File: src/rtl/quadrature_generator_if.sv
// Register-write and quadrature-output bundle for quadrature_generator.
// The slave side is the generator; the master side is whoever programs it.
interface quadrature_generator_if;
  logic        reg_we;
  logic        reg_addr;
  logic [15:0] reg_data;
  logic [15:0] reg_q;
  logic        a;
  logic        b;
  logic        busy;
  logic        done;

  modport slave (
    input  reg_we, reg_addr, reg_data,
    output reg_q, a, b, busy, done
  );

  modport master (
    output reg_we, reg_addr, reg_data,
    input  reg_q, a, b, busy, done
  );
endinterface

File: src/rtl/quadrature_generator.sv
// Emits a programmable number of quadrature edges on (a,b), one every PERIOD cycles.
// The sign of the remaining-step register selects direction; reaching zero ends the run.
module quadrature_generator #(
  parameter logic [15:0] PERIOD_RESET = 16'd1000
) (
  input  logic                  clk,
  input  logic                  rst_n,
  quadrature_generator_if.slave bus
);

  logic [15:0] remaining_q, remaining_d;
  logic [15:0] period_q, period_d;
  logic [15:0] timer_q, timer_d;
  logic        a_q, a_d;
  logic        b_q, b_d;
  logic        done_q, done_d;

  logic        wr_steps_s;
  logic        wr_period_s;
  logic        running_s;
  logic [15:0] reload_s;

  assign wr_steps_s  = bus.reg_we && (bus.reg_addr == 1'b0);
  assign wr_period_s = bus.reg_we && (bus.reg_addr == 1'b1);
  assign running_s   = (remaining_q != 16'h0000);
  // A period of zero behaves as one clock per edge.
  assign reload_s    = (period_q == 16'd0) ? 16'd0 : (period_q - 16'd1);

  // State register: async reset returns phase to 00 and aborts any run without done.
  always_ff @(posedge clk or negedge rst_n) begin
    if (!rst_n) begin
      remaining_q <= 16'h0000;
      period_q    <= PERIOD_RESET;
      timer_q     <= 16'd0;
      a_q         <= 1'b0;
      b_q         <= 1'b0;
      done_q      <= 1'b0;
    end else begin
      remaining_q <= remaining_d;
      period_q    <= period_d;
      timer_q     <= timer_d;
      a_q         <= a_d;
      b_q         <= b_d;
      done_q      <= done_d;
    end
  end

  // Next state: a step-count write wins over a coinciding edge event.
  always_comb begin
    remaining_d = remaining_q;
    timer_d     = timer_q;
    a_d         = a_q;
    b_d         = b_q;
    done_d      = 1'b0;
    if (wr_steps_s) begin
      remaining_d = bus.reg_data;
      timer_d     = reload_s;
    end else if (running_s) begin
      if (timer_q == 16'd0) begin
        timer_d = reload_s;
        done_d  = (remaining_q == 16'h0001) || (remaining_q == 16'hFFFF);
        // Forward rotates (a,b) -> (~b,a); reverse rotates (a,b) -> (b,~a).
        if (remaining_q[15] == 1'b0) begin
          a_d         = ~b_q;
          b_d         = a_q;
          remaining_d = remaining_q - 16'h0001;
        end else begin
          a_d         = b_q;
          b_d         = ~a_q;
          remaining_d = remaining_q + 16'h0001;
        end
      end else begin
        timer_d = timer_q - 16'd1;
      end
    end else begin
      timer_d = timer_q;
    end
    if (wr_period_s) begin
      period_d = bus.reg_data;
    end else begin
      period_d = period_q;
    end
  end

  // Outputs: phases and done come straight from flops; busy and readback from registers.
  always_comb begin
    bus.a    = a_q;
    bus.b    = b_q;
    bus.done = done_q;
    bus.busy = running_s;
    if (bus.reg_addr == 1'b1) begin
      bus.reg_q = period_q;
    end else begin
      bus.reg_q = remaining_q;
    end
  end

endmodule

File: src/flat_wrapper.sv
// flat-port wrapper written by rule: the top's interface ports become plain ports
module quadrature_generator_flat 
#(
  parameter logic [15:0] PERIOD_RESET = 16'd1000
)
  (clk, rst_n, bus_reg_we, bus_reg_addr, bus_reg_data, bus_reg_q, bus_a, bus_b, bus_busy, bus_done);
  quadrature_generator_if bus_i ();
  input  logic clk;
  input  logic rst_n;
  input wire logic [$bits(bus_i.reg_we)-1:0] bus_reg_we;
  input wire logic [$bits(bus_i.reg_addr)-1:0] bus_reg_addr;
  input wire logic [$bits(bus_i.reg_data)-1:0] bus_reg_data;
  output wire logic [$bits(bus_i.reg_q)-1:0] bus_reg_q;
  output wire logic [$bits(bus_i.a)-1:0] bus_a;
  output wire logic [$bits(bus_i.b)-1:0] bus_b;
  output wire logic [$bits(bus_i.busy)-1:0] bus_busy;
  output wire logic [$bits(bus_i.done)-1:0] bus_done;
  assign bus_i.reg_we = bus_reg_we;
  assign bus_i.reg_addr = bus_reg_addr;
  assign bus_i.reg_data = bus_reg_data;
  assign bus_reg_q = bus_i.reg_q;
  assign bus_a = bus_i.a;
  assign bus_b = bus_i.b;
  assign bus_busy = bus_i.busy;
  assign bus_done = bus_i.done;
  quadrature_generator #(.PERIOD_RESET(PERIOD_RESET)) u_core (.clk(clk), .rst_n(rst_n), .bus(bus_i));
endmodule
File: config.mk
export PLATFORM = sky130hd
export DESIGN_NAME = quadrature_generator_flat
export DESIGN_NICKNAME = d
export VERILOG_FILES = /design/src/rtl/quadrature_generator_if.sv /design/src/rtl/quadrature_generator.sv /design/src/flat_wrapper.sv
export SDC_FILE = /design/constraint.sdc
export NUM_CORES = 1
export LEC_CHECK = 0
export ABC_AREA = 1
export CAP_MARGIN = 20
export CORE_MARGIN = 5
export CORE_UTILIZATION = 53
export DETAILED_ROUTE_END_ITERATION = 6
export MAX_ROUTING_LAYER = met4
export PLACE_DENSITY_LB_ADDON = 0.25
export SKIP_LAST_GASP = 1
export SYNTH_ARGS = -nofsm -noshare
export SYNTH_HDL_FRONTEND = slang
export SYNTH_SLANG_ARGS = --single-unit
File: constraint.sdc
create_clock -name clk -period 1.4 [get_ports clk]
set_input_delay 0.14 -clock clk [delete_from_list [all_inputs] [get_ports clk]]
set_output_delay 0.14 -clock clk [all_outputs]
set_load 0.02 [all_outputs]
==> qor.yml <==
final_layout:
  fin_nets: 837
  layout-drive-gt1-share: 0.345
  fin_cells: 913
  areaGrowthSynthToFinish_pct: 50.7
  n_antenna_cell: 0
synthesis:
  synth_common_cells: "211 x nand2_1, 70 x inv_1, 70 x nor2_1, 65 x nand3_1, 46 x o21ai_0"
  syn_avg_cell_area_um2: 6.41
  synth_seq_cells: 51
  synth_top_flop_cell: "dfrtp_1"
  synth_compound_area_frac: 0.0938
  synth_top_family_by_area: "simple AND/OR/NAND/NOR gates"
  synth-xor-area-share: 0.0474
  ys_warn_count: 0
  synth-adder-area-share: 0.0215
  syn_nets: 662
  async_reset_ff_frac: 1.00
  yosysSeqAreaShare: 0.316
  yosysMostFrequentCell: "nand2_1"
  yosys.area.top_type_share: 0.277
  syn-cell-area_um2: 4070
  synth_edf_count: 0
  ys_top_cells_by_area: "dfrtp_1 28%, nand2_1 19%, nand3_1 8.0%"
  syn-instance-count: 635
  synth-simple-area-share: 0.426
  synthMuxAreaShare: 0
  yosysUniqueCellTypes: 33
  yosysTopAreaCell: "dfrtp_1"
run:
  drv_cap: 0
detailed_routing:
  drc: 0
  firstDrtPassIters: 5
  via_per_inst: 5.51
  vias: 5032
  drt-initial-drc-count: 307
  ant_nets: 0
  wl_per_cell_um: 15.8
  wl_mm: 14.4
pwr:
  power.density_nw_per_um2: 1230
  irDropWorstVdd_mv: 0.977
  combPwrFrac: 0.574
  p_seq_frac: 0.283
  p_int_w: 0.00438
  switching_share: 0.420
  clockPowerShare: 0.142
  power_leakage_nw: 3.16
  switchingPower_w: 0.00317
grt:
  grt_use_total: 0.286
  grt_max_degree: 52
  antenna_found_initial: 0
  grt_pass1_wl_mm: 21.9
  grt_overflow_total: 0
  grt_pass1_vias: 4748
floorplan:
  fp.dieH_um: 97.6
  core-area_um2: 7610
  die_w_um: 97.6
  die-area_um2: 9530
  ios: 40
  core.rowCount: 32
  initial_core_util: 0.535
placed_design:
  dpl.cell_count: 882
  hpwl_mm: 10.0
  gp_congestion: 0.954
  port-buffer-count: 39
worst_setup_path:
  worst-path-max-fanout: 6
  crit_slowest_cell: "dfrtp_1"
  rr_endpoint: "u_core.remaining_q[15]"
  crit_arrival_ns: 1.95
  r2r_slack_ns: -0.34
  worst-path-buf-inv: 2
  path_class: "reg2reg"
  r2r_start: "u_core.remaining_q[9]"
  ff2ff_path_depth: 10
  path_cells: "nor2_2 -> nand2_2 -> buf_6 -> nor2_4 -> nand3_4 -> nand2_8 -> buf_12 -> a21oi_2 -> nand2_1 -> nand2_1"
  crit_top_cell: "nand2_1"
  crit_required_ns: 1.61
  cpPeakStageDelay_ns: 0.43
  critical_path.top_delay_family: "simple AND/OR/NAND/NOR gates"
  start_kind: "flop"
  crit_start: "u_core.remaining_q[9]"
  end_kind: "flop"
sta:
  setup_viol: 37
  fin_skew_ns: 0.0114
  hold_viol_final: 0
  fin_crit_sh: 1.24
  fin_crit_ns: 1.74
  rsz0062_at_grt: "yes"
  slew_violations: 0
  tightestPinTransition_ns: 0.361
  worst_slack_ns: -0.339
  max_freq_mhz: 575
  maxSlewHeadroom: 0.759
  fin_setup_tns_ns: -9.25
clocking:
  cts_tree: "done"
  root_buffer: "clkbuf_8"
  clock_latency_ns: 0.31
  path_clk_slew_ns: 0.10
  clkSinkCount: 51
  htree_num_levels: 2
  numCtsBuffers: 5
  clockBufferDepth: 2
outcome:
  status: "finished with violations"
  failed_checks: "setup timing"
worst_hold_path:
  hp-class: "in2async"
metal layers:
metal	up-vias	wire length, µm	GRT usage
li1	2369	-	-
met1	2340	5350	0.324
met2	245	7240	0.512
met3	78	1070	0.0380
met4	0	783	0.108
met5	-	0	-
worst max-delay path by stage:
| stage | cells after the start | to | slack, ns |
|---|---|---|---|
| after floorplan | 10 | u_core.timer_q[14] | -0.04 |
| after global placement | 5 | bus_reg_q[13] | -0.47 |
| after detailed placement | 5 | bus_reg_q[11] | -0.50 |
| after CTS | 5 | bus_busy | -0.24 |
| after global routing | 10 | u_core.remaining_q[15] | -0.43 |
| final | 10 | u_core.remaining_q[15] | -0.34 |
area by class of cell:
class | instances | area, µm²
clock buffers | 5 | 68.8
clock inverters | 3 | 43.8
fillers | 472 | 1480
inverters | 73 | 289
multi-input cells | 492 | 2710
flip-flops and latches | 51 | 1280
well taps | 102 | 128
repair buffers | 187 | 1610
flip-flops by register name, indices dropped and copies added (netlist names):
| register | count |
|---|---|
| u_core.bus.a | 1 |
| u_core.bus.b | 1 |
| u_core.bus.done | 1 |
| u_core.period_q | 16 |
| u_core.remaining_q | 16 |
| u_core.timer_q | 16 |
power by group through the flow:
stage | clock network (W) | logic, W | registers, W
after detailed placement | 0 | 0.00380 | 0.00214
after global placement | 0 | 0.00369 | 0.00212
after global routing | 0.00114 | 0.00469 | 0.00217
after floorplan | 0 | 0.00194 | 0.00218
after CTS | 0.00109 | 0.00387 | 0.00212
final | 0.00107 | 0.00433 | 0.00214
worst reg2reg max path: stages (launching register included):
cell	delay, ns
dfrtp_1	0.43
nor2_2	0.16
nand2_2	0.11
buf_6	0.15
nor2_4	0.14
nand3_4	0.14
nand2_8	0.17
buf_12	0.14
a21oi_2	0.03
nand2_1	0.10
nand2_1	0.07
cell families (layout without fill, tap and decap cells):
kind of cell,after synthesis,in the layout
buffers and inverters,92,268
AND/OR/NAND/NOR,392,392
XOR/XNOR,22,22
flip-flops,51,51
adder cells (fa/ha/maj),7,7
AO/OA/AOI/OAI,71,71
through the flow:
step                      setup WS, ns  cell area [µm²]  power, W  utilization  hold slack (ns)
after floorplan                -0.0361             4210   0.00413            -           -0.156
after global placement          -0.470             5610   0.00581        0.738            0.151
after detailed placement        -0.496             5610   0.00594        0.738            0.158
after CTS                       -0.238             5780   0.00707        0.759            0.364
after global routing            -0.432             6130   0.00800        0.806            0.387
final                           -0.339             6130   0.00755        0.806            0.348
placed cells by master, fill, tap and decap left out, types with 15 or more instances in the layout:
cell	instances
xor2_1	17
nor2_1	61
o21ai_0	32
nand3_1	54
dfrtp_1	45
nand2_1	199
inv_1	58
clkdlybuf4s50_1	17
buf_4	128
nand3_2	15
buf_6	22
timing repair:
item                       in CTS  in global routing
setup endpoints to repair      54                 50
hold endpoints to repair       45                  0
pin swaps                       6                 23
buffers inserted                8                 13
hold buffers                    1                  0
gates resized for setup       113                 76
cloned                          0                  3
Note: power is estimated with default switching activity, not from simulation.
